## src/rtl/sonar_filter_if.sv

```systemverilog
// Sample/result bundle between the sonar front end (master) and sonar_filter (slave).
interface sonar_filter_if;
   logic       en;
   logic [7:0] dist_in;
   logic       dist_valid;
   logic [7:0] avg;
   logic       avg_valid;
   logic       near;
   logic       stale;

   modport master (output en, dist_in, dist_valid, input avg, avg_valid, near, stale);
   modport slave  (input en, dist_in, dist_valid, output avg, avg_valid, near, stale);
endinterface

```

## src/rtl/sonar_filter.sv

```systemverilog
// Sonar distance filter: 4-sample moving average, near flag with hysteresis, stale detection.
// Define SONAR_FILTER_MEDIAN_EN to insert a median-of-3 prefilter (avg latency becomes 2).
module sonar_filter #(
   parameter logic [7:0] THRESH_NEAR  = 8'd20,
   parameter logic [7:0] HYST         = 8'd4,
   parameter int         STALE_CYCLES = 1500000
) (
   input logic           clk,
   input logic           reset,
   sonar_filter_if.slave bus
);
   localparam int             CW        = (STALE_CYCLES < 1) ? 1 : $clog2(STALE_CYCLES + 1);
   localparam logic [CW-1:0]  STALE_MAX = CW'(STALE_CYCLES);
   localparam logic [8:0]     EXIT_SUM  = {1'b0, THRESH_NEAR} + {1'b0, HYST};
   localparam logic [7:0]     EXIT_THR  = EXIT_SUM[8] ? 8'hFF : EXIT_SUM[7:0];
   localparam logic [0:0]     ST_FAR    = 1'b0;
   localparam logic [0:0]     ST_NEAR   = 1'b1;

   logic       accept;
   logic [7:0] win_in;
   logic       win_load;

   assign accept = bus.en & bus.dist_valid;

`ifdef SONAR_FILTER_MEDIAN_EN
   function automatic logic [7:0] median3(input logic [7:0] a, input logic [7:0] b,
                                          input logic [7:0] c);
      logic [7:0] lo;
      logic [7:0] hi;
      lo = (a < b) ? a : b;
      hi = (a < b) ? b : a;
      if (c <= lo)      return lo;
      else if (c >= hi) return hi;
      else              return c;
   endfunction

   logic [7:0] hist_q [3];
   logic [7:0] hist_d [3];
   logic       hist_full_q, hist_full_d;
   logic [7:0] med_q, med_d;
   logic       med_valid_q, med_valid_d;

   always_comb begin
      hist_d      = hist_q;
      hist_full_d = hist_full_q;
      med_d       = med_q;
      med_valid_d = accept;
      if (!bus.en) begin
         hist_full_d = 1'b0;
      end else if (accept) begin
         if (!hist_full_q) begin
            for (int i = 0; i < 3; i++) hist_d[i] = bus.dist_in;
            hist_full_d = 1'b1;
         end else begin
            hist_d[2] = hist_q[1];
            hist_d[1] = hist_q[0];
            hist_d[0] = bus.dist_in;
         end
         med_d = median3(hist_d[0], hist_d[1], hist_d[2]);
      end
   end

   always_ff @(posedge clk) begin
      if (reset) begin
         for (int i = 0; i < 3; i++) hist_q[i] <= 8'd0;
         hist_full_q <= 1'b0;
         med_q       <= 8'd0;
         med_valid_q <= 1'b0;
      end else begin
         hist_q      <= hist_d;
         hist_full_q <= hist_full_d;
         med_q       <= med_d;
         med_valid_q <= med_valid_d;
      end
   end

   // The median stage adds one cycle; dropping en discards a median still in flight.
   assign win_in   = med_q;
   assign win_load = med_valid_q & bus.en;
`else
   assign win_in   = bus.dist_in;
   assign win_load = accept;
`endif

   logic [7:0]    win_q [4];
   logic [7:0]    win_d [4];
   logic          win_full_q, win_full_d;
   logic [9:0]    sum_q, sum_d;
   logic [7:0]    avg_q, avg_d;
   logic          avg_valid_q, avg_valid_d;
   logic          avg_valid_o;
   logic [0:0]    near_q, near_d;
   logic [CW-1:0] cnt_q, cnt_d;
   logic          stale_q, stale_d;

   assign avg_valid_o = avg_valid_q & bus.en;

   always_comb begin
      win_d       = win_q;
      win_full_d  = win_full_q;
      sum_d       = sum_q;
      avg_d       = avg_q;
      avg_valid_d = win_load;
      if (!bus.en) begin
         win_full_d = 1'b0;
      end else if (win_load) begin
         if (!win_full_q) begin
            for (int i = 0; i < 4; i++) win_d[i] = win_in;
            sum_d      = {win_in, 2'b00};
            win_full_d = 1'b1;
         end else begin
            for (int i = 3; i > 0; i--) win_d[i] = win_q[i-1];
            win_d[0] = win_in;
            // sum always holds the evicted entry, so this cannot underflow
            sum_d = sum_q + {2'b00, win_in} - {2'b00, win_q[3]};
         end
         avg_d = sum_d[9:2];
      end
   end

   always_comb begin
      near_d = near_q;
      if (!bus.en) begin
         near_d = ST_FAR;
      end else if (avg_valid_o) begin
         case (near_q)
            ST_FAR:  if (avg_q < THRESH_NEAR) near_d = ST_NEAR;
            ST_NEAR: if (avg_q >= EXIT_THR)   near_d = ST_FAR;
            default: near_d = ST_FAR;
         endcase
      end
   end

   always_comb begin
      cnt_d = cnt_q;
      if (!bus.en || accept)     cnt_d = '0;
      else if (cnt_q != STALE_MAX) cnt_d = cnt_q + CW'(1);
      stale_d = (cnt_d == STALE_MAX);
   end

   always_ff @(posedge clk) begin
      if (reset) begin
         for (int i = 0; i < 4; i++) win_q[i] <= 8'd0;
         win_full_q  <= 1'b0;
         sum_q       <= 10'd0;
         avg_q       <= 8'd0;
         avg_valid_q <= 1'b0;
         near_q      <= ST_FAR;
         cnt_q       <= '0;
         stale_q     <= 1'b0;
      end else begin
         win_q       <= win_d;
         win_full_q  <= win_full_d;
         sum_q       <= sum_d;
         avg_q       <= avg_d;
         avg_valid_q <= avg_valid_d;
         near_q      <= near_d;
         cnt_q       <= cnt_d;
         stale_q     <= stale_d;
      end
   end

   assign bus.avg       = avg_q;
   assign bus.avg_valid = avg_valid_o;
   assign bus.near      = (near_q == ST_NEAR);
   assign bus.stale     = stale_q;
endmodule

```

## src/flat_wrapper.sv

```systemverilog
// flat-port wrapper written by rule: the top's interface ports become plain ports
module sonar_filter_flat 
#(
   parameter logic [7:0] THRESH_NEAR  = 8'd20,
   parameter logic [7:0] HYST         = 8'd4,
   parameter int         STALE_CYCLES = 1500000
)
  (clk, reset, bus_en, bus_dist_in, bus_dist_valid, bus_avg, bus_avg_valid, bus_near, bus_stale);
  sonar_filter_if bus_i ();
  input logic clk;
  input logic reset;
  input wire logic [$bits(bus_i.en)-1:0] bus_en;
  input wire logic [$bits(bus_i.dist_in)-1:0] bus_dist_in;
  input wire logic [$bits(bus_i.dist_valid)-1:0] bus_dist_valid;
  output wire logic [$bits(bus_i.avg)-1:0] bus_avg;
  output wire logic [$bits(bus_i.avg_valid)-1:0] bus_avg_valid;
  output wire logic [$bits(bus_i.near)-1:0] bus_near;
  output wire logic [$bits(bus_i.stale)-1:0] bus_stale;
  assign bus_i.en = bus_en;
  assign bus_i.dist_in = bus_dist_in;
  assign bus_i.dist_valid = bus_dist_valid;
  assign bus_avg = bus_i.avg;
  assign bus_avg_valid = bus_i.avg_valid;
  assign bus_near = bus_i.near;
  assign bus_stale = bus_i.stale;
  sonar_filter #(.THRESH_NEAR(THRESH_NEAR), .HYST(HYST), .STALE_CYCLES(STALE_CYCLES)) u_core (.clk(clk), .reset(reset), .bus(bus_i));
endmodule
```

## config.mk

```make
export PLATFORM = sky130hd
export DESIGN_NAME = sonar_filter_flat
export DESIGN_NICKNAME = d
export VERILOG_FILES = /design/src/rtl/sonar_filter_if.sv /design/src/rtl/sonar_filter.sv /design/src/flat_wrapper.sv
export SDC_FILE = /design/constraint.sdc
export NUM_CORES = 1
export LEC_CHECK = 0
export CAP_MARGIN = 30
export CORE_MARGIN = 2
export CORE_UTILIZATION = 30
export CTS_BUF_LIST = sky130_fd_sc_hd__clkbuf_8
export DETAILED_ROUTE_END_ITERATION = 7
export PLACE_DENSITY_LB_ADDON = 0.15
export RECOVER_POWER = 50
export SETUP_SLACK_MARGIN = 0.1
export SYNTH_ARGS = -nofsm -noshare
export SYNTH_HDL_FRONTEND = slang
export SYNTH_SLANG_ARGS = --single-unit
```

## constraint.sdc

```tcl
create_clock -name clk -period 6.3 [get_ports clk]
set_input_delay 1.89 -clock clk [delete_from_list [all_inputs] [get_ports clk]]
set_output_delay 1.89 -clock clk [all_outputs]
set_load 0.05 [all_outputs]
```

* Word-level counts from Yosys, hierarchy flattened
Index checks and enable logic that the tools add are counted.
Operators by class: $add $sub $neg 3, $lt $le $gt $ge 2, eq/ne operators 2, multiplexer cells 7, bitwise logic cells 4, reductions and logical operators 4
Operators with widths (count):
- 2-to-1 mux 21 bit | 2
- 2-to-1 mux 24 bit | 1
- adder 21 x 1 -> 21 bit, second input constant | 1
- equality test 21 bit, second input constant | 1
- inequality test 21 bit, second input constant | 1
- adder 10 x 8 -> 10 bit | 1
- 2-to-1 mux 10 bit | 1
- subtractor 10 x 8 -> 10 bit | 1
- greater-or-equal comparator 8 x 5 -> 1 bit, second input constant | 1
- < comparator 8 x 5 -> 1 bit, second input constant | 1
- AND 1 bit | 2
- 2-to-1 mux 1 bit | 2
- NOT 1 bit | 2
- one-hot mux 1 bit (2 select lines) | 1
- AND reduction 2 bit | 1
- OR reduction 2 bit | 1
- logical NOT 1 bit | 1
- logical OR 1 bit | 1
Word-level totals: register bits 75, output and inout port bits 11

* Logic depth before layout (Yosys ltp)
Gate-level depths: netlist (run 1).
depth in word-level cells 4, mapped depth 11, depth with buffers taken out 11

* Least setup slack after synthesis (run 1)
No wires, ideal clock.
path kind input port to output port, from in bus_en, to out bus_avg_valid, arrival 2297 ps, required time 4410 ps, slack 2113 ps, stages on the path 1, path through and2_1
Between the ends: word-level cells in the longest chain between the ends 1
RTL lines:
- start: declaration | RTL line flat_wrapper.sv:12 | input wire logic [$bits(bus_i.en)-1:0] bus_en;
- AND 1 bit | RTL line sonar_filter.sv:96 | assign avg_valid_o = avg_valid_q & bus.en;
- end: declaration | RTL line flat_wrapper.sv:16 | output wire logic [$bits(bus_i.avg_valid)-1:0] bus_avg_valid;
No other way between the ends.

* Final worst setup path (run 1)
Same ends and word-level chain as after synthesis.

==> impl_summary.md, run 1 <==
STA
After layout, the minimum clock period comes to 5240 ps. Setup repair after global routing left no endpoint under its margin. The worst hold-check slack is 455.6 ps. The relative slew slack is -38.76%. The largest clock skew in the final design is 11.59 ps. The number of max-slew violations in the final report came to 46. The final critical path takes up 83.18% of the cycle. The slew at the pin closest to its max-slew limit is 2081 ps.

For this run, the top clock speed supported by timing is ~0.19 GHz. The setup total negative slack is 0 ps. The setup slack after layout is 1060 ps. Setup violations remaining at the end of the flow were counted as 0.

The number of hold-slack violations in the final timing report was 0.

Yosys
The number of nets in the synthesized netlist is around 500. In the synthesized netlist, the number of instances is 463. For this run, the number of Yosys warnings is 0. The share of async-settable or async-resettable flops after synthesis is 0%. After synthesis, the mean cell area works out to about 8 um^2.

The count of different cell masters after synthesis is 51. The dominant register cell in the synthesized netlist is dfxtp_1. The cell area after synthesis is roughly 3700 um^2.

The register area share after synthesis is 36.27%. Counting flops with a built-in enable in the synthesized netlist gives 0. The synthesized design contains 67 register bits.

Finish
After filler insertion, the fill cell instance count of the layout stands at about 1300. In the layout the commonest cells are dfxtp_1, nor2_1, a21oi_1, inv_1. The final standard cell area without fillers is 4167 um^2. Registers take 1341 um^2. Of the cells placed in the final design, the portion with a size suffix greater than 1 is 5.945%. The layout net count is 500. The area used by multi-input combinational logic is 1982 um^2. The area growth from synthesis to layout is 12.65%. The number of antenna diodes in the final layout is 0. Leaving out fill and tap cells, the most frequent cell in the layout is dfxtp_1.

Global routing
The number of antenna violations at the first check in global routing is 0. The number of global-route vias before repair came to 2973. For this run, the total global-route usage over all layers was measured as 13.23%. Summed over all layers, the global routing overflow is 0. The first global-routing pass estimated 13880 um of wire. Entering global routing, the biggest net connects 46 pins.

Floorplan
The die covers 13230 um^2. The core region is 12010 um^2. For this configuration, the core starts out at a cell density of 30.79%.

In this run the horizontal extent of the chip is 115.0 um. From bottom edge to top edge, the die measures 115.0 um. The total I/O pin count is 23. The site row count is 40.

Clock tree
In this run the post-CTS setup repair buffer count came out at 0. The H-tree generated during clock tree synthesis spans 3 levels. The register clock-pin slew on the reported worst setup and hold paths is 70 ps. Counting along the longest clock path gives a buffer depth of 2. For the worst-skew pair, the clock arrives at the later sink with an insertion delay of around 360 ps. The clock tree root driver cell is clkbuf_8. The tree built by TritonCTS fans out to 67 sinks. TritonCTS built the clock tree.

Hold repair after CTS inserted 0 buffers. The CTS buffer count is 9. The post-CTS resize count is 0.

Power
The internal portion of the total power is 0.7587 mW. The power after layout is 1.051 mW. The share of total power in the clock network is 39.6%. The switching share of power is about 28%. In this run the power spent charging and discharging nets is 0.2919 mW. Power spread over the standard cell area amounts to 252.2 nW/um^2. Per report_power, the sequential group accounts for 43.1% of the total. The combinational group share of total power is between 15 and 20%. The leakage dissipation is 1.577 nW.

The maximum resistive drop on vdd is 0.0001313 V.

Setup path
The launching instance or port of the critical path is bus_en. For this run, the slowest stage of the critical path takes 790 ps. The number of cells traversed by the worst register-to-register path is 10. The last element of the critical path is bus_avg_valid. Traced cell by cell, the critical path runs through clkdlybuf4s50_1 > and2_1 > clkdlybuf4s50_1.

The endpoint required time on the critical path is 4410 ps. The endpoint arrival time on the critical path is 3350 ps. The most numerous cell type found on the critical path is clkdlybuf4s50_1.

The total buffers and inverters traversed by the critical path is 2. The startpoint identified for the worst register-to-register timing path is u_core.sum_q[1]. In this run the register-to-register setup slack is 3640 ps. The critical path depth in cells is 3. Broken down by cell family, the worst path's largest delay share belongs to buffers and inverters. The endpoint type of the worst setup path is an output port. The cell at the slowest stage of the critical path is clkdlybuf4s50_1. The worst reg2reg path endpoint is u_core.sum_q[8]. The worst setup path is of the in2out kind. The worst setup path is launched from an input port. Of all nets on the critical path, the largest fanout is 5.

Detailed routing
The total length of routed wires is 7980 um. After detailed routing, the average wire length per cell comes to 12.91 um. The final routed DRC violation total is 0.

In this run the remaining antenna-violating nets after routing total 0. The routed layout has 3009 vias. The first-pass iteration count of the detailed router is 4. The average vias per placed instance is 4.869. In this run, the number of DRC markers left after iteration 0 of detailed routing was 170.

Place
Once detailed placement completed, the half-perimeter wirelength came to 5408 um. At the end of routability-driven placement, the weighted congestion stood at approximately 0.82. The placed instances occupy a cell area of 3944 um^2.

The count of input and output buffers is 22. The post-placement worst setup slack is 1048 ps.

Outcome
The run finished, with violations left. The final reports fail on max-capacitance violations, max-slew violations.

Min path
Along the worst hold path, the cell count comes to 2. In this run the worst hold path is classified as reg2reg.

Flow run
The number of max-capacitance violations reported is 1.
-- area by class of cell --
cell class / count / area share (%)
Timing Repair Buffer: 26 / 6.216
Sequential cell: 67 / 32.19
Multi-Input combinational cell: 316 / 47.57
Inverter: 46 / 4.144
Clock inverter: 5 / 1.832
Tap cell: 147 / 4.414
Clock buffer: 11 / 3.634
-- registers in the layout (all words and copies together) (netlist names) --
register            flops
u_core.avg_valid_q      1
u_core.bus.near         1
u_core.bus.stale        1
u_core.cnt_q           21
u_core.sum_q           10
u_core.win_full_q       1
u_core.win_q           32
-- through the flow --
stage	util (%)	cells
after floorplan	-	463
after global placement	32.83	602
after detailed placement	32.83	602
after CTS	34.73	618
after global routing	34.69	618
final	34.69	618
-- routing by layer --
metal / global-route usage [%] / part of all wire [%]
met1: 16.50 / 50
met2: 21.41 / 46
met3: 3.901 / 3.1
met4: 5.462 / 1.9
met5: 0 / 0
-- power groups by stage --
stage	sequential [mW]	combinational (mW)	clock, mW
2_1_floorplan	0.459	0.145	0
3_3_place_gp	0.462	0.183	0
3_5_place_dp	0.462	0.184	0
4_1_cts	0.453	0.186	0.432
5_1_grt	0.455	0.211	0.446
6_report	0.453	0.182	0.416
-- worst min path at each step --
stage | endpoint | slack [ps] | startpoint
final | u_core.sum_q[0] | 460 | u_core.sum_q[0]
after global routing | u_core.sum_q[0] | 470 | u_core.sum_q[0]
after CTS | u_core.sum_q[0] | 460 | u_core.sum_q[0]
after detailed placement | u_core.sum_q[0] | 440 | u_core.sum_q[0]
after global placement | u_core.sum_q[0] | 440 | u_core.sum_q[0]
after floorplan | u_core.sum_q[0] | 430 | u_core.sum_q[0]
-- synth_stat cells, drive strengths merged (2+ instances only) --
master / instances / share of area [%]
ha: 14 / 4.7
xor2: 16 / 3.8
clkbuf: 16 / 1.9
fa: 8 / 4.3
a211oi: 7 / 1.4
a21o: 2 / 0.41
nor4b: 2 / 0.47
xnor2: 12 / 2.8
nand3: 11 / 1.8
nor3: 33 / 4.5
and3: 3 / 0.54
buf: 18 / 3.6
nand2: 33 / 3.3
a31oi: 4 / 0.68
inv: 46 / 4.7
o2111ai: 2 / 0.47
or4: 2 / 0.51
o211ai: 3 / 0.61
o22ai: 2 / 0.34
nor2: 61 / 6.2
dfxtp: 67 / 36
nand3b: 2 / 0.41
o21ai: 13 / 1.8
a21oi: 51 / 6.9
nand4: 10 / 1.9
nor4: 3 / 0.85
mux2i: 2 / 0.54
and2: 2 / 0.34
nand2b: 5 / 0.85
-- worst register-to-register path, cell delays in order (launching register included) --
cell and delay [ps]:
dfxtp_1 340, inv_1 60, fa_1 510, inv_1 70
fa_1 450, a21oi_1 220, o2111ai_1 210, a21o_1 220
a21oi_1 170, xor2_1 160, o22ai_1 80
-- logic make-up after synthesis --
logic type      share of synthesized area, %
compound gates                         13.97
xor+xnor                               6.630
fa+ha+maj                              9.337
buf+inv                                10.11
flops                                  36.27
mux                                   0.8457
simple gates                           22.84
(Power assumes the default switching activity.)
==> run 2, diff against run 1 <==
- clock period: 6.3 -> 4.55 ns (I/O delays scaled with it)
==> run 2 against run 1 <==
The flow still finishes with violations (max-capacitance violations, max-slew violations). Largest cell class unchanged. Worst setup slack lost 350 ps. Cell count rose by 0.32%. First-iteration DRC count decreased by 26%. Via count down 0.27%. Routed wire length up 0.19%. Clock-buffer cell count up 1. Clock power up 29%. Critical path depth grew 2. Critical path type is now in2reg. Global-route usage fell by 0.087 points.
==> impl_summary.md, run 2 (same netlist as run 1, synthesis figures left out) <==
Setup path
The kind of start point of the critical path is an input port. For flop-to-flop paths, the worst setup slack is 1930 ps. The worst reg2reg path endpoint is u_core.sum_q[7]. The critical setup path kind is in2reg.

The endpoint type of the worst setup path is a flop. The largest fanout of any net on the critical path is 44. The signal on the critical path passes through dlygate4sd3_1 > clkbuf_1 > nor2_1 > o2111ai_1 > o32ai_1. The launching instance or port of the critical path is reset.

Together, buffers and inverters on the worst path number 2. For this design, the slowest cell found on the critical path is clkbuf_1. The worst register-to-register path begins at u_core.sum_q[2]. Measured in cells, the most critical reg-to-reg path has a length of 10.

The endpoint required time on the critical path is 4700 ps. The stage delay of the slowest cell on the critical path is 1510 ps. At the worst endpoint, the arrival time is 3990 ps. The cell family with the largest share of critical-path delay is buffers and inverters.

STA
The slew at the pin closest to its max-slew limit is about 2100 ps. The number of max-slew violations in the final report came to 45. The smallest clock period supported by the final layout is computed as 3836 ps.

The largest clock skew in the final design is between 8 and 9 ps. The fmax is 0.2607 GHz. The number of hold-slack violations in the final timing report is 0. Setup violations remaining at the end of the flow were counted as 0. The relative slew slack is -40.92%. For the final routed database, the setup TNS stands at 0 ps. The setup slack after layout is 713.9 ps.

Dividing the final minimum period by the clock period gives 84.31%. Setup repair after global routing left no endpoint under its margin.

Floorplan
The floorplan step set the die height to 115.0 um. Pin placement for this block handled 23 I/O pins. After floorplanning, the core was divided into 40 placement rows.

Measured along the x axis, the die boundary spans 115.0 um. After floorplanning, the core was sized to cover 12010 um^2. The floorplan die area is 13230 um^2. The initial core utilization is around 31%.

Clock tree
After clock tree synthesis, the clock-pin slew on the worst setup and hold paths is 80 ps. The number of gates resized after CTS was 0. The number of buffers between clock root and the deepest sink is 2. The post-CTS setup buffer count is 0.

The clock tree root driver cell is clkbuf_8. The hold-fix buffer count after cts is 0. TritonCTS built the clock tree.

TritonCTS created 9 clock buffers. The tree built by TritonCTS fans out to between 60 and 70 sinks. The H-tree was split into 3 levels. The latest clock arrival within the worst-skew pair is 360 ps.

Detailed routing
The first TritonRoute pass finished after 4 iterations. The routed length per instance is 12.90 um. After the first detailed-routing iteration, the DRC count stood at 125. Summing over every cut layer, the via total after detailed routing is approximately 3000. The final layout contains routed wiring with a total length of about 8000 um. The number of nets with antenna violations after routing is 0. The average vias per placed instance is about 4.8.

The final routed DRC violation total is 0.

Min path
In this run the most critical hold path is launched from u_core.win_q[28]. The end point of the worst hold path is u_core.win_q[28]. The cell depth of the worst hold path is 2.

The min-delay analysis places its worst path in the category reg2reg.

Finish
The library cell used most frequently in the layout, excluding fill and tap cells, is dfxtp_1. Fill cells in the final layout number ~1300. The library cells used most frequently in the layout, excluding fill and tap cells, are dfxtp_1, nor2_1, a21oi_1, inv_1.

Cells with a size suffix above 1 make up 6.554% of the layout. The largest registers in the layout are u_core.win_q x32, u_core.cnt_q x21, u_core.sum_q x10. The number of cells in the finished layout apart from fillers is 620.

The number of flip-flops under the largest register name is 32. The number of antenna repair diodes is 0. Ranked by flip-flop count, first place goes to u_core.win_q. The layout net count is 502. From synthesis to final layout, the design area changed by 12.21%.

Place
Buffers placed on the I/O ports in this run total 22. The post-detailed-placement half-perimeter wirelength is 5595 um. The final weighted congestion of routability-driven global placement is roughly 0.8. The post-placement worst setup slack is roughly 400 ps.

The post-placement cell count is 604.

Global routing
In the global route stage, overall resource usage came out at about an eighth. Entering global routing, the biggest net connects 45 pins. The number of global-route vias before repair is 2941. The total global routing overflow is 0. The number of antenna violations at the first check in global routing came to 0. The first global-routing pass estimated 13740 um of wire.

Power
Summed over all cells, the static leakage comes to ~1.6 nW. The power density over cell area is 341.2 nW/um^2. IR analysis of the VDD net gives a maximum drop of 0.0001898 V.

Flow run
Max-cap violations in this run came to 1.

Outcome
The checks that failed: max-capacitance violations, max-slew violations. The run finished, with violations left.
==> run 2: power by group <==
group / leakage [nW] / switching [mW] / internal (mW)
sequential: 0.547 / 0.0152 / 0.610
clock: 0.108 / 0.240 / 0.296
combinational: 0.907 / 0.150 / 0.105
==> run 2: worst max path at each step <==
| stage | depth (start not counted) | endpoint |
|---|---|---|
| 2_1_floorplan | 10 | u_core.sum_q[8] |
| 3_3_place_gp | 11 | u_core.sum_q[8] |
| 3_5_place_dp | 11 | u_core.sum_q[8] |
| 4_1_cts | 11 | u_core.sum_q[8] |
| 5_1_grt | 5 | u_core.sum_q[9] |
| 6_report | 5 | u_core.sum_q[9] |
==> run 2: worst reg2reg max path, delay by kind of cell, from the launching register on <==
family                   cells  cell delay (ps)
flip-flops                   1              360
AO/OA/AOI/OAI                5             1030
adder cells (fa/ha/maj)      2              870
buffers and inverters        2              110
XOR/XNOR                     1              180
==> run 2: per-stage QoR <==
| step | utilization, % | instance area, um^2 | total power, mW | hold WS (ps) |
|---|---|---|---|---|
| floorplan | - | 3699 | 0.8365 | 431.9 |
| global placement | 32.83 | 3944 | 0.8952 | 437.3 |
| detailed placement | 32.83 | 3944 | 0.8966 | 446.3 |
| CTS | 34.60 | 4156 | 1.446 | 456.8 |
| global route | 34.55 | 4150 | 1.503 | 482.2 |
| finish | 34.55 | 4150 | 1.416 | 455.9 |
==> run 2: layout make-up <==
class | count | area (um^2) | share of cell area, %
Multi-Input combinational cell | 316 | 1981 | 47.72
Sequential cell | 67 | 1341 | 32.32
Timing Repair Buffer | 28 | 259.0 | 6.241
Tap cell | 147 | 183.9 | 4.432
Inverter | 46 | 172.7 | 4.160
Clock buffer | 12 | 165.2 | 3.979
Clock inverter | 4 | 47.55 | 1.146
==> run 2: metal layers <==
metal  vias to the layer above  track usage, %  share of wire (%)
li1                       1565               -                  -
met1                      1394           16.26                 49
met2                        33           21.22                 46
met3                         9           4.270                3.4
met4                         0           5.221                1.5
met5                         -               0                  0
==> run 3, diff against run 2 <==
- clock period: 4.55 -> 3.43 ns (I/O delays scaled with it)
==> run 3 against run 2 <==
The run now ends clean. Clock power is 9.5% higher. First-iteration DRC count is 19% higher. Worst setup slack worse by 500 ps. Highest routed layer unchanged. Largest cell class unchanged.
==> impl_summary.md, run 3 (same netlist as run 1, synthesis figures left out) <==
Outcome
The run finished with clean final reports.

Global routing
The number of antenna violations at the first check in global routing is 0. The number of global-route vias before repair came to 3049. In the global route stage, met3 resource usage came out at about 3.5%. Global routing used 21.73% of the available met2 tracks. The first-pass GRT wire length is approximately 14000 um. The combined global-route utilization of all metal layers is a little over an eighth. The global-route met1 utilization is ~17%. The global routing stage identified its most utilized layer as met2. The total global routing overflow is 0. The pin count of the biggest net entering global routing is 45.

Flow run
Max-cap violations in this run came to 0.

Clock tree
The CTS tree is yes. The CTS buffer count is 9. CTS built an H-tree with a depth of 3. In this run the deepest clock path goes through 2 buffers. The register clock-pin slew on the reported worst setup and hold paths is approximately 70 ps. The post-CTS setup buffer count is 0. Counting every sink on the clock net gives between 60 and 70. CTS placed an instance of clkbuf_8 at the clock tree root. The latest clock arrival within the worst-skew pair is 360 ps.

Finish
The core occupancy in the finished layout is between 30% and 40%. In the final layout, the registers with the most flip-flops are u_core.win_q x32, u_core.cnt_q x21, u_core.sum_q x10. 0 antenna diodes ended up in the layout. The register ranked first by flip-flop count is u_core.win_q. The net count of the finished layout is 517. The number of cells in the finished layout apart from fillers is about 640. The number of flip-flops under the largest register name is 32.

The most common cell after layout, fill and taps aside is dfxtp_1. In the layout the commonest cells are dfxtp_1, nor2_1, a21oi_1, inv_1. Relative to the synthesized area, the layout overhead comes to 16.37%. The share of post-route cells with drive strength above 1 is 11.48%.

Setup path
The endpoint required time on the critical path is 3700 ps. The largest single stage delay on the critical path is 510 ps. Traced cell by cell, the critical path runs through clkdlybuf4s50_1 > inv_1 > fa_1 > inv_1 > ha_1 > o21ai_1 > a21boi_1 > o22ai_2 > xor2_1 > a211o_1 > a21oi_1. The cell that appears most often on the critical path is inv_1. The endpoint arrival time on the critical path is 3490 ps.

The endpoint type of the worst setup path is a flop. The cell at the slowest stage of the critical path is fa_1. The worst setup path is launched from an input port. The worst setup path is of the in2reg kind. In this run the worst path has a maximum fanout of 5.

STA
The number of hold-slack violations in the final timing report is 0. On the final layout, the worst clock skew is 14.11 ps. For the pin with the worst max-slew slack, the measured transition is 975.7 ps. The setup slack after layout is roughly 210 ps. The worst path uses 93.77% of the clock period.

The relative slew slack is 34.96%. Setup repair after global routing left no endpoint under its margin. Setup violations remaining at the end of the flow were counted as 0.

The routed design could run at a clock period as short as 3216 ps. The number of max-slew violations in the final report is 0. The fmax is 0.3109 GHz.

Detailed routing
Once detail routing completed, the nets flagged for antenna violations numbered 0. Using the TritonRoute via totals, the vias-per-cell ratio works out to approximately 4.8. The routed length per instance is 12.98 um. Before antenna repair, the detailed router went through 4 iterations.

For this block, the routed nets add up to 8244 um of wire. The number of DRC markers in iteration 0 is 149. The vias after detailed routing is 3060. The final routed DRC violation total is 0.

Min path
The min-delay analysis places its worst path in the category reg2reg.

Floorplan
The floorplan has 40 rows. The die is roughly 120 um tall. The floorplan die area is around 13000 um^2. The region available for standard cell placement spans about 12000 um^2.

For this design the top-level I/O count stands at 23. The horizontal die dimension is 115.0 um. For this configuration, the core starts out at a cell density of a little under a third.

Power
Cell internal power was estimated by the tool at about 1.3 mW. IR analysis of the VDD net gives a maximum drop of roughly 0.00017 V. The power spent charging and discharging nets is 0.5739 mW. The leakage dissipation is roughly 1.6 nW. The share of total power in the clock network is 32.0%. The combinational group share of total power is 22.8%. The sequential fraction of design power is 45.2%. Net switching is 31.25% of the power. The power density over cell area is 426.7 nW/um^2.

Place
The post-placement cell count is 619. During placement, the flow inserted port buffers numbering 22. The post-detailed-placement half-perimeter wirelength is 5662 um. The post-placement worst setup slack is -352.1 ps. The final weighted congestion of routability-driven global placement is a little over 0.8.
-- run 3: per-stage QoR --
step / total power [mW] / hold WS (ps) / setup TNS, ps / area [um^2]
floorplan: 1.110 / 431.9 / 0 / 3699
global placement: 1.234 / 439.4 / -1493 / 4081
detailed placement: 1.236 / 446.5 / -1568 / 4081
CTS: 1.845 / 456.4 / 0 / 4264
global route: 1.952 / 475.1 / 0 / 4304
finish: 1.837 / 457.0 / 0 / 4304
-- run 3: final timing paths --
kind,start,to,slack (ps),cells after the start
setup reg to reg,u_core.cnt_q[0],u_core.bus.stale,940,7
hold reg to reg,u_core.win_q[24],u_core.win_q[24],460,2
hold / removal,u_core.win_q[24],u_core.win_q[24],460,2
setup / recovery,bus_dist_in[5],u_core.sum_q[7],210,11
-- run 3: routing by layer --
| metal | part of all wire (%) | up-vias |
|---|---|---|
| met3 | 3.6 | 8 |
| met2 | 45 | 40 |
| met4 | 1.4 | 0 |
| met1 | 50 | 1426 |
| met5 | 0 | - |
| li1 | - | 1586 |
-- run 3: power by group through the flow --
stage / sequential (mW) / clock [mW] / combinational [mW]
after floorplan: 0.842 / 0 / 0.267
after global placement: 0.848 / 0 / 0.386
after detailed placement: 0.847 / 0 / 0.388
after CTS: 0.830 / 0.617 / 0.398
after global routing: 0.834 / 0.647 / 0.471
final: 0.830 / 0.587 / 0.419
-- run 3: worst max-delay path, delay by kind of cell --
kind / cells / cell delay, ps
compound gates: 5 / 790
xor+xnor: 1 / 150
fa+ha+maj: 2 / 870
buf+inv: 3 / 630
-- run 3: final cells by class --
type / instances / area [um^2]
Tap cell: 147 / 183.9
Fill cell: 1270 / 7707
Timing Repair Buffer: 43 / 394.1
Inverter: 46 / 172.7
Multi-Input combinational cell: 316 / 2042
Clock buffer: 9 / 123.9
Clock inverter: 7 / 46.29
Sequential cell: 67 / 1341
-- run 3: timing repair --
item,in CTS,in global routing
hold buffers,0,0
pin swaps,0,8
gates resized for setup,3,11
endpoints found under the setup margin,3,5
==> patch: new RTL, config.mk and constraints of run 2 <==
`STALE_CYCLES` is set to 1500000 in 2 places; all go to 750000.
--- a/src/rtl/sonar_filter.sv
+++ b/src/rtl/sonar_filter.sv
@@ -4,5 +4,5 @@
    parameter logic [7:0] THRESH_NEAR  = 8'd20,
    parameter logic [7:0] HYST         = 8'd4,
-   parameter int         STALE_CYCLES = 1500000
+   parameter int         STALE_CYCLES = 750000
 ) (
    input logic           clk,
--- a/src/flat_wrapper.sv
+++ b/src/flat_wrapper.sv
@@ -4,5 +4,5 @@
    parameter logic [7:0] THRESH_NEAR  = 8'd20,
    parameter logic [7:0] HYST         = 8'd4,
-   parameter int         STALE_CYCLES = 1500000
+   parameter int         STALE_CYCLES = 750000
 )
   (clk, reset, bus_en, bus_dist_in, bus_dist_valid, bus_avg, bus_avg_valid, bus_near, bus_stale);
Check against the original RTL: no difference found for any inputs over 4 cycles, from zero or initial values and one cycle with reset high; that may be too few to reach the edited logic, so the function may still have changed.
==> patch against run 2 <==
The run still ends with capacitance limit, slew limit left; core utilization down 0.24 points; routed wire length up 4.1%; total power down 7.0%; hold slack worse by 0.00078 ns; register-to-register slack worse by 0.04 ns; sequential cell count down 1; clock skew up 0.0028 ns; area after synthesis down 0.78%; sequential power down 1%; setup slack worse by 0.031 ns; cell area down 1.1%; critical path type unchanged; largest power group unchanged.
==> patch: results (changes against run 2) <==
| Metric | Value |
|---|---|
| Status | complete, but fails checks |
| Failing checks | capacitance limit, slew limit |
| Number of global-route vias before repair | 2,917 (-0.82%) |
| Clk slew on worst S/H paths | 0.08 ns (about the same) |
| Mapped Avg Cell Area | 8.00 sq um (about the same) |
| Max Fanout on Critical Path | 2 (-95%) |
| Peak supply drop | 0.000120 V (-37%) |
| Clock Skew | 0.0110 ns (+0.00279 ns) |
| Top post-synthesis cells by area | dfxtp_1 (36%), a21oi_1 (7.1%), nor2_1 (5.3%) |
| Vias per cell | 4.93 (+1.8%) |
| Layout Cells excl Fill | 616 (-0.65%) |
| Initial drt markers | 116 (-7.2%) |
| Nets | 499 (-0.60%) |
| Slew of the pin with the lowest slew margin | 2.10 ns (-0.0139 ns) |
| Fill count | 1,297 (-0.077%) |
| Synth cell count leaders | dfxtp_1 (66), a21oi_1 (52), nor2_1 (52) |
| Register area share after synthesis | 36.0% (-0.26 points) |
| Placed Cells | 601 (-0.50%) |
| MaxCap Viol Count | 1 (unchanged) |
| Total GRT Usage | 13.6% (+0.45 points) |
| Pin count of the biggest net entering global routing | 46 (+2.2%) |
| Proportion of layout cells with a drive suffix above 1 | 6.18% (-0.37 points) |
| P_leak | 1.61 nW (+2.7%) |
| Global-route wire length before repair | 14,000 um (+2.2%) |
| Pre-CTS setup slack | 0.393 ns (-0.0177 ns) |
| Fin area | 0.00410 sq mm (-1.1%) |
| Routed WL | 8320 um (+4.1%) |
| Top Registers | u_core.win_q x32, u_core.cnt_q x20, u_core.sum_q x10 |
| Slew Limit Fails | 46 (+2.2%) |
| Syn nets | 493 (-0.80%) |
==> patch: area by class of cell <==
class | instances | share of cell area (%)
clock buffer | 10 | 3.35
sequential | 66 | 32.2
multi-input combinational | 316 | 48.9
inverter | 43 | 3.93
timing repair buffer | 29 | 6.34
clock inverter | 5 | 0.793
tap | 147 | 4.48
==> patch: per-layer routing <==
layer / vias up / global-route usage [%] / share of wire (%)
met5: - / 0 / 0
met4: 0 / 6.67 / 2.1
met3: 14 / 3.28 / 3.3
met2: 44 / 19.6 / 42
met1: 1428 / 18.9 / 52
li1: 1548 / - / -
==> patch: report_power, final <==
part / total [mW] / switching [mW] / leakage [nW] / internal, mW
clock network: 0.441 / 0.234 / 0.0855 / 0.207
registers: 0.616 / 0.0147 / 0.539 / 0.601
logic: 0.259 / 0.154 / 0.981 / 0.105
==> patch: worst paths after layout <==
check,start,end,slack [ns],cells past startpoint
min,u_core.sum_q[0],u_core.sum_q[0],0.46,2
min reg2reg,u_core.sum_q[0],u_core.sum_q[0],0.46,2
max,bus_dist_in[1],u_core.sum_q[8],0.68,11
max reg2reg,u_core.sum_q[1],u_core.sum_q[8],1.89,10
==> patch: logic make-up (layout without fill, tap and decap cells) <==
kind of cell    after synthesis  after routing  share of synthesized area (%)
fa+ha+maj                    22             22                           9.14
simple gates                174            174                           24.0
flops                        66             66                           36.0
mux                           3              3                          0.852
buf+inv                      77             87                           9.31
xor+xnor                     27             27                           6.44
compound gates               90             90                           14.3
==> patch: worst max-delay path: stages <==
cell             delay (ns)
clkdlybuf4s50_1        0.47
inv_1                  0.07
fa_1                   0.53
inv_1                  0.07
fa_1                   0.46
a21oi_1                0.22
o2111ai_1              0.21
a21o_1                 0.22
a21oi_1                0.16
xor2_1                 0.15
o22ai_1                0.08
